File: src/rtl/store_align_pkg.sv
// Shared definitions for the store alignment path: width codes (common with
// the load reduce path), FSM state encoding and the byte-mask lookup.
package store_align_pkg;

   localparam logic [1:0] WIDTH_WORD = 2'b00;
   localparam logic [1:0] WIDTH_RSVD = 2'b01;
   localparam logic [1:0] WIDTH_HALF = 2'b10;
   localparam logic [1:0] WIDTH_BYTE = 2'b11;

   typedef enum logic [1:0] {
      ST_IDLE  = 2'd0,
      ST_BEAT1 = 2'd1,
      ST_BEAT2 = 2'd2,
      ST_DONE  = 2'd3
   } state_t;

   // Reserved code yields an empty mask; callers flag it separately.
   function automatic logic [3:0] width_mask(input logic [1:0] width);
      logic [3:0] mask;
      case (width)
         WIDTH_WORD: mask = 4'b1111;
         WIDTH_HALF: mask = 4'b0011;
         WIDTH_BYTE: mask = 4'b0001;
         default:    mask = 4'b0000;
      endcase
      return mask;
   endfunction

endpackage

File: src/rtl/store_align_if.sv
// Request and data-memory write-port bundle for store_align.
interface store_align_if;
   logic        ReqValid;
   logic        ReqReady;
   logic [31:0] ReqAddr;
   logic [31:0] ReqData;
   logic [2:0]  WidthSrc;
   logic        MemValid;
   logic        MemReady;
   logic [31:0] MemAddr;
   logic [3:0]  MemByteEn;
   logic [31:0] MemWData;
   logic        StoreDone;
   logic        StoreErr;

   modport slave (
      input  ReqValid, ReqAddr, ReqData, WidthSrc, MemReady,
      output ReqReady, MemValid, MemAddr, MemByteEn, MemWData, StoreDone, StoreErr
   );

   modport master (
      output ReqValid, ReqAddr, ReqData, WidthSrc, MemReady,
      input  ReqReady, MemValid, MemAddr, MemByteEn, MemWData, StoreDone, StoreErr
   );
endinterface

File: src/rtl/store_lane_shift.sv
// Combinational lane placement: spreads a right-justified store across an
// 8-byte window starting at the word containing the address.
module store_lane_shift
   import store_align_pkg::*;
(
   input  logic [1:0]  off,
   input  logic [1:0]  width,
   input  logic [31:0] data,
   output logic [7:0]  mask8,
   output logic [63:0] data64,
   output logic        needs_beat2,
   output logic        width_err
);

   assign mask8       = {4'b0000, width_mask(width)} << off;
   assign data64      = {32'd0, data} << {off, 3'b000};
   assign needs_beat2 = |mask8[7:4];
   assign width_err   = (width == WIDTH_RSVD);

endmodule

File: src/rtl/store_align.sv
// Store request to data-memory write converter; word-crossing stores are
// issued as two back-to-back beats or rejected, depending on SPLIT_MISALIGNED.
module store_align
   import store_align_pkg::*;
#(
   parameter bit SPLIT_MISALIGNED = 1'b1
)(
   input  logic         clk,
   input  logic         reset,
   store_align_if.slave bus
);

   logic [7:0]  mask8;
   logic [63:0] data64;
   logic        needs_beat2;
   logic        width_err;

   store_lane_shift u_lane_shift (
      .off         (bus.ReqAddr[1:0]),
      .width       (bus.WidthSrc[1:0]),
      .data        (bus.ReqData),
      .mask8       (mask8),
      .data64      (data64),
      .needs_beat2 (needs_beat2),
      .width_err   (width_err)
   );

   logic unused_width_hi;
   assign unused_width_hi = bus.WidthSrc[2];

   state_t      state_reg, state_next;
   logic        mem_valid_reg, mem_valid_next;
   logic [31:0] mem_addr_reg, mem_addr_next;
   logic [3:0]  mem_be_reg, mem_be_next;
   logic [31:0] mem_wdata_reg, mem_wdata_next;
   logic [3:0]  hi_be_reg, hi_be_next;
   logic [31:0] hi_data_reg, hi_data_next;
   logic        done_reg, done_next;
   logic        err_reg, err_next;

   always_ff @(posedge clk) begin
      if (reset) begin
         state_reg     <= ST_IDLE;
         mem_valid_reg <= 1'b0;
         mem_addr_reg  <= 32'd0;
         mem_be_reg    <= 4'd0;
         mem_wdata_reg <= 32'd0;
         hi_be_reg     <= 4'd0;
         hi_data_reg   <= 32'd0;
         done_reg      <= 1'b0;
         err_reg       <= 1'b0;
      end else begin
         state_reg     <= state_next;
         mem_valid_reg <= mem_valid_next;
         mem_addr_reg  <= mem_addr_next;
         mem_be_reg    <= mem_be_next;
         mem_wdata_reg <= mem_wdata_next;
         hi_be_reg     <= hi_be_next;
         hi_data_reg   <= hi_data_next;
         done_reg      <= done_next;
         err_reg       <= err_next;
      end
   end

   // Beat 1 goes straight to the output registers at acceptance; the upper
   // half of the window is parked so beat 2 can follow on the next handshake.
   always_comb begin
      state_next     = state_reg;
      mem_valid_next = mem_valid_reg;
      mem_addr_next  = mem_addr_reg;
      mem_be_next    = mem_be_reg;
      mem_wdata_next = mem_wdata_reg;
      hi_be_next     = hi_be_reg;
      hi_data_next   = hi_data_reg;
      done_next      = 1'b0;
      err_next       = 1'b0;
      case (state_reg)
         ST_IDLE: begin
            if (bus.ReqValid) begin
               if (width_err || (needs_beat2 && !SPLIT_MISALIGNED)) begin
                  state_next = ST_DONE;
                  done_next  = 1'b1;
                  err_next   = 1'b1;
               end else begin
                  state_next     = ST_BEAT1;
                  mem_valid_next = 1'b1;
                  mem_addr_next  = {bus.ReqAddr[31:2], 2'b00};
                  mem_be_next    = mask8[3:0];
                  mem_wdata_next = data64[31:0];
                  hi_be_next     = mask8[7:4];
                  hi_data_next   = data64[63:32];
               end
            end
         end
         ST_BEAT1: begin
            if (bus.MemReady) begin
               if (hi_be_reg != 4'd0) begin
                  state_next     = ST_BEAT2;
                  mem_addr_next  = mem_addr_reg + 32'd4;
                  mem_be_next    = hi_be_reg;
                  mem_wdata_next = hi_data_reg;
               end else begin
                  state_next     = ST_DONE;
                  mem_valid_next = 1'b0;
                  done_next      = 1'b1;
               end
            end
         end
         ST_BEAT2: begin
            if (bus.MemReady) begin
               state_next     = ST_DONE;
               mem_valid_next = 1'b0;
               done_next      = 1'b1;
            end
         end
         ST_DONE: begin
            state_next = ST_IDLE;
         end
         default: begin
            state_next = ST_IDLE;
         end
      endcase
   end

   assign bus.ReqReady  = (state_reg == ST_IDLE);
   assign bus.MemValid  = mem_valid_reg;
   assign bus.MemAddr   = mem_addr_reg;
   assign bus.MemByteEn = mem_be_reg;
   assign bus.MemWData  = mem_wdata_reg;
   assign bus.StoreDone = done_reg;
   assign bus.StoreErr  = err_reg;

endmodule

File: src/flat_wrapper.sv
// flat-port wrapper written by rule: the top's interface ports become plain ports
module store_align_flat import store_align_pkg::*;
#(
   parameter bit SPLIT_MISALIGNED = 1'b1
)
  (clk, reset, bus_ReqValid, bus_ReqAddr, bus_ReqData, bus_WidthSrc, bus_MemReady, bus_ReqReady, bus_MemValid, bus_MemAddr, bus_MemByteEn, bus_MemWData, bus_StoreDone, bus_StoreErr);
  store_align_if bus_i ();
  input  logic clk;
  input  logic reset;
  input wire logic [$bits(bus_i.ReqValid)-1:0] bus_ReqValid;
  input wire logic [$bits(bus_i.ReqAddr)-1:0] bus_ReqAddr;
  input wire logic [$bits(bus_i.ReqData)-1:0] bus_ReqData;
  input wire logic [$bits(bus_i.WidthSrc)-1:0] bus_WidthSrc;
  input wire logic [$bits(bus_i.MemReady)-1:0] bus_MemReady;
  output wire logic [$bits(bus_i.ReqReady)-1:0] bus_ReqReady;
  output wire logic [$bits(bus_i.MemValid)-1:0] bus_MemValid;
  output wire logic [$bits(bus_i.MemAddr)-1:0] bus_MemAddr;
  output wire logic [$bits(bus_i.MemByteEn)-1:0] bus_MemByteEn;
  output wire logic [$bits(bus_i.MemWData)-1:0] bus_MemWData;
  output wire logic [$bits(bus_i.StoreDone)-1:0] bus_StoreDone;
  output wire logic [$bits(bus_i.StoreErr)-1:0] bus_StoreErr;
  assign bus_i.ReqValid = bus_ReqValid;
  assign bus_i.ReqAddr = bus_ReqAddr;
  assign bus_i.ReqData = bus_ReqData;
  assign bus_i.WidthSrc = bus_WidthSrc;
  assign bus_i.MemReady = bus_MemReady;
  assign bus_ReqReady = bus_i.ReqReady;
  assign bus_MemValid = bus_i.MemValid;
  assign bus_MemAddr = bus_i.MemAddr;
  assign bus_MemByteEn = bus_i.MemByteEn;
  assign bus_MemWData = bus_i.MemWData;
  assign bus_StoreDone = bus_i.StoreDone;
  assign bus_StoreErr = bus_i.StoreErr;
  store_align #(.SPLIT_MISALIGNED(SPLIT_MISALIGNED)) u_core (.clk(clk), .reset(reset), .bus(bus_i));
endmodule
File: config.mk
export PLATFORM = sky130hd
export DESIGN_NAME = store_align_flat
export DESIGN_NICKNAME = d
export VERILOG_FILES = /design/src/rtl/store_align_pkg.sv /design/src/rtl/store_align_if.sv /design/src/rtl/store_lane_shift.sv /design/src/rtl/store_align.sv /design/src/flat_wrapper.sv
export SDC_FILE = /design/constraint.sdc
export NUM_CORES = 1
export LEC_CHECK = 0
export CORE_AREA = 3 3 120 122
export DETAILED_ROUTE_END_ITERATION = 10
export DIE_AREA = 0 0 123 125
export PLACE_DENSITY = 0.78
export SYNTH_ARGS = -nofsm -noshare
export SYNTH_HDL_FRONTEND = slang
export SYNTH_SLANG_ARGS = --single-unit
File: constraint.sdc
create_clock -name clk -period 2.4 [get_ports clk]
set_input_delay 0.36 -clock clk [delete_from_list [all_inputs] [get_ports clk]]
set_output_delay 0.36 -clock clk [all_outputs]
set_load 0.02 [all_outputs]
# Word-level counts from Yosys, hierarchy flattened
# Index checks and enable logic that the tools add are counted.
# Widths: inputs -> output; s select.
# classes
addsub	1
n_eq_ne	12
shift	2
muxes	34
n_bitwise	2
reduce_logical	10
# ops
operator	count
$mux 32	8
$pmux 32 s2	2
$shl 32x5->64	1
$add 32x3->32 const B	1
$mux 4	4
$pmux 4 s3	1
$mux 1	11
$ne 2x2->1 const B	5
$eq 2x2->1 const B	4
$mux 2	4
$pmux 2 s4	1
$pmux 4 s2	1
$shl 4x2->8	1
$pmux 1 s3	2
$reduce_and 3->1	2
$reduce_and 6->1	1
$reduce_and 5->1	1
$eq 2x1->1 const B	2
$logic_not 2->1	2
$reduce_bool 4->1	1
$reduce_bool 3->1	1
$ne 2x1->1 const B	1
$not 1->1	2
$reduce_bool 2->1	1
$reduce_or 2->1	1
# totals
ff_bits	109
inputBits	71
output_inout_bits	72
wordCells	70

# Longest topological paths before layout
# depth
ltp_word	6
depth_mapped	11
mapped_depth_nobuf	7

# By module
# From an unflattened synthesis, not the netlist that was laid out.
# unflattened
cells_unflattened	762
hier_area_um2	6002.0
# modules_own_cells
module	n_inst	cells_each	area_each_um2	seq_area_each_um2
store_align	1	615	5028.6	2142.1
store_lane_shift	1	147	973.4	0.0

# Worst setup path before layout
# No wires, ideal clock.
# synth_timing
path_kind	reg-to-reg
from	reg u_core.state_reg[0]
to	reg u_core.mem_wdata_reg[2] (netlist: u_core.bus.MemWData[2])
setup_time_ns	0.132
t_arrival_ns	2.185
required_ns	2.268
path_slack_ns	0.083
stages_incl_launch_ff	12
n_path_buf	4
synth_period_minus_slack_ns	2.317
path_cell_list	dfxtp_1 -> inv_1 -> ha_1 -> buf_2 -> and2_1 -> a2bb2oi_1 -> or2_2 -> buf_4 -> buf_2 -> buf_1 -> a221oi_1 -> nor3_1
# synth_between
elab_chain_cells	3
word_cells_on_any_way	9
cone_classes	5 x eq/ne; 1 x mux; 3 x reduce/logical
# synth_lines
element	line_no	text
start, declared	store_align.sv:31	state_t state_reg, state_next;
start signal, assigned	store_align.sv:53	state_reg <= state_next;
$logic_not 2->1 (*)	-	
net bus_ReqReady	flat_wrapper.sv:15	output wire logic [$bits(bus_i.ReqReady)-1:0] bus_ReqReady;
$ne 2x2->1 (no source line) / $reduce_bool 2->1 (equally long branches)	-	
$reduce_and 5->1 (no source line)	-	
end signal, assigned	store_align.sv:57	mem_wdata_reg <= mem_wdata_next;
end, declared	store_align.sv:35	logic [31:0] mem_wdata_reg, mem_wdata_next;
# Mark *: on every way through the listed nets, which the timed path passes. The rest lies on a longest branch.
# A chain may end at the register's enable or synchronous reset.

# Worst setup path after layout
# layout_timing
from	reg u_core.mem_addr_reg[2] (netlist: u_core.bus.MemAddr[2])
to	reg u_core.mem_addr_reg[28] (netlist: u_core.bus.MemAddr[28])
# layout_between
elab_chain_cells	4
# layout_lines
element	line_no	text
start, declared	store_align.sv:33	logic [31:0] mem_addr_reg, mem_addr_next;
start signal, assigned	store_align.sv:55	mem_addr_reg <= mem_addr_next;
$add 32x3->32	store_align.sv:99	mem_addr_next = mem_addr_reg + 32'd4;
$mux 32	store_align.sv:97	if (hi_be_reg != 4'd0) begin
$mux 32	store_align.sv:96	if (bus.MemReady) begin
$pmux 32 s2	store_align.sv:77	case (state_reg)
# No other way between the ends. The select of a mux whose other input is x is not followed.

==> qor.yml <==
status: "finished clean"
required_ps: 2680
synth_edf_count: 0
slowest_delay_ps: 560
arrival_ps: 2430
insertion_delay_ps: 350
p_leak_nw: 2.62
postSynthAreaPerCell_sq_um: 8.11
drtAntennaViolNets: 0
hold_viol: 0
pwr-share-comb: 0.537
grt_setup_unrepaired: "false"
min_period_over_period: 0.896
netlist_instances: 675
grt_usage: 0.229
p_per_area_nw_per_um2: 1090
peakVddDrop_v: 0.000609
grt_pass1_vias: 5463
p_seq_frac: 0.297
cp_top_family: "simple AND/OR/NAND/NOR gates"
critPathBufInv: 0
synth_area_sq_um: 5470
n_antenna_cell: 0
crit_chain: "ha_1, and4_1, nand3_1, or4_1, or4_1, o211ai_1"
dpl.hpwl_um: 12400
swShare: 0.428
maxCapViolations: 0
cts_hold_buf: 0
rows: 42
die_h_um: 125
final_util: 0.562
drtPass1Iterations: 7
io_pins: 143
cts_buffers: 9
cts_tree: "done"
setup_viol: 0
slowest_stage: "or4_1"
clock_power_share: 0.167
areaGrowthSynthToFinish_pct: 36.5
cts_num_sinks: 98
clockBufferDepth: 2
gp_congestion: 0.943
maxSlewHeadroom: 0.266
grt_max_degree: 82
fp.dieW_um: 123
synthFlopType: "dfxtp_1"
synth_cell_types: 57
wl_per_cell_um: 17.9
cts.reportedPaths.clkPinSlew_ps: 70
critPathMostFrequentCell: "or4_1"
cts_setup_buffers: 0
hold_class: "input port to flip-flop"
drtIter0Drc: 732
cts_root_buf: "clkbuf_16"
critPathMaxFanout: 5
core_area_sq_um: 13300
regToRegSetupSlack_ps: 250
grt_overflow: 0
intPower_mw: 4.66
timing.final.crit_period_ps: 2150
portBuffers: 139
drv_slew: 0
fin_nets: 884
ys_seq_area_frac: 0.358
cts_max_level: 3
via_per_inst: 5.92
crit_type: "flip-flop to flip-flop"
cp-start-kind: "flip-flop"
largest_reg_flops: 32
fmax_mhz: 465
drive_above_1_share: 0.118
vias: 5859
clock_skew_ps: 8.30
initial_core_util: 0.412
yosys_warnings: 0
antenna_found_initial: 0
drt-total-wl_um: 17700
drcViolationCount: 0
p_sw_mw: 3.49
setup-tns-final_ps: 0
worst_pin_slew_ps: 1090
yosys_register_bits: 98
cp-end-kind: "flip-flop"
grt_pass1_wl_um: 28300
synthArstFlopShare: 0
dieArea_sq_um: 15400
-- power groups by stage --
stage	Clock, mW	Combinational [mW]	Sequential (mW)
final	1.36	4.37	2.42
after global placement	0	4.30	2.43
after detailed placement	0	4.35	2.44
after global routing	1.45	4.79	2.47
after floorplan	0	2.13	2.87
after CTS	1.39	4.37	2.41
-- Yosys cell counts, types with 3 or more instances --
| cell | n | area share |
|---|---|---|
| nor3_1 | 44 | 0.040 |
| mux2i_1 | 19 | 0.035 |
| a221oi_1 | 27 | 0.043 |
| and2_1 | 6 | 0.0069 |
| a21oi_1 | 61 | 0.056 |
| a31oi_1 | 3 | 0.0034 |
| nor2_1 | 73 | 0.050 |
| ha_1 | 5 | 0.011 |
| nand4_1 | 6 | 0.0069 |
| a211oi_1 | 12 | 0.016 |
| a22oi_1 | 13 | 0.018 |
| nand3_1 | 25 | 0.023 |
| mux2_2 | 17 | 0.035 |
| o31ai_1 | 7 | 0.0096 |
| buf_4 | 3 | 0.0041 |
| nand2_1 | 72 | 0.049 |
| and4_1 | 7 | 0.011 |
| o2bb2ai_1 | 3 | 0.0048 |
| buf_6 | 5 | 0.010 |
| mux4_2 | 8 | 0.033 |
| o21ai_0 | 14 | 0.013 |
| nor2b_1 | 5 | 0.0057 |
| o32ai_1 | 3 | 0.0048 |
| nor4_1 | 7 | 0.0080 |
| or4_1 | 6 | 0.0082 |
| buf_2 | 6 | 0.0055 |
| or3_1 | 4 | 0.0046 |
| dfxtp_1 | 98 | 0.36 |
| inv_1 | 9 | 0.0062 |
| a311oi_1 | 4 | 0.0064 |
| o211ai_1 | 20 | 0.027 |
| o22ai_1 | 5 | 0.0057 |
| buf_1 | 7 | 0.0048 |
| clkbuf_1 | 40 | 0.027 |
-- cell families after synthesis --
kind of cell,share of synthesized area
compound gates,0.237
fa+ha+maj,0.0114
buf+inv,0.0608
flops,0.358
mux,0.103
other cells,0.000685
simple gates,0.229
-- layout by cell type, fill, tap and decap left out, types with 17 or more instances in the layout --
cell type	netlist	final
clkdlybuf4s50_1	0	136
buf_4	3	40
a21oi_1	61	61
nand2_1	72	72
mux2i_1	19	19
a221oi_1	27	27
nor2_1	73	72
dfxtp_1	98	98
nor3_1	44	43
o211ai_1	20	20
mux2_2	17	17
nand3_1	25	25
-- metrics by stage --
stage	cells	worst slack [ps]	cell area, sq um	hold WS, ps	power [mW]
floorplan	676	83.4	5480	429	5.00
global placement	973	92.7	7190	438	6.73
detailed placement	973	32.9	7190	443	6.79
CTS	989	146	7460	412	8.16
global route	989	44.0	7470	434	8.71
finish	989	251	7470	419	8.15
-- routing by layer --
metal / wire length (um) / share of wire / vias to the layer above / GRT usage
met2: 8380 / 0.47 / 309 / 0.367
met1: 7460 / 0.42 / 2712 / 0.314
li1: - / - / 2806 / -
met4: 329 / 0.019 / 0 / 0.0671
met3: 1550 / 0.087 / 32 / 0.0411
met5: 0 / 0 / - / 0
-- final cells by class --
cell class,count,area (sq um)
Fill cell,1233,5830
Multi-Input combinational cell,505,3200
Sequential cell,98,1960
Timing Repair Buffer,184,1780
Clock buffer,10,229
Tap cell,176,220
Clock inverter,6,43.8
Inverter,10,37.5
-- path summary, 6_finish.rpt --
check / startpoint / depth (start not counted) / endpoint
setup / recovery: u_core.bus.MemAddr[2]$_SDFFE_PP0P_ / 6 / u_core.bus.MemAddr[28]$_SDFFE_PP0P_
hold reg to reg: u_core.hi_data_reg[16]$_SDFFE_PP0P_ / 2 / u_core.hi_data_reg[16]$_SDFFE_PP0P_
setup reg to reg: u_core.bus.MemAddr[2]$_SDFFE_PP0P_ / 6 / u_core.bus.MemAddr[28]$_SDFFE_PP0P_
hold / removal: reset / 2 / u_core.bus.MemAddr[19]$_SDFFE_PP0P_
-- timing repair --
item,4_1_cts,5_1_grt
setup endpoints to repair,0,11
endpoints found under the hold margin,0,0
resized for setup,0,2
Note: power is estimated with default switching activity, not from simulation.
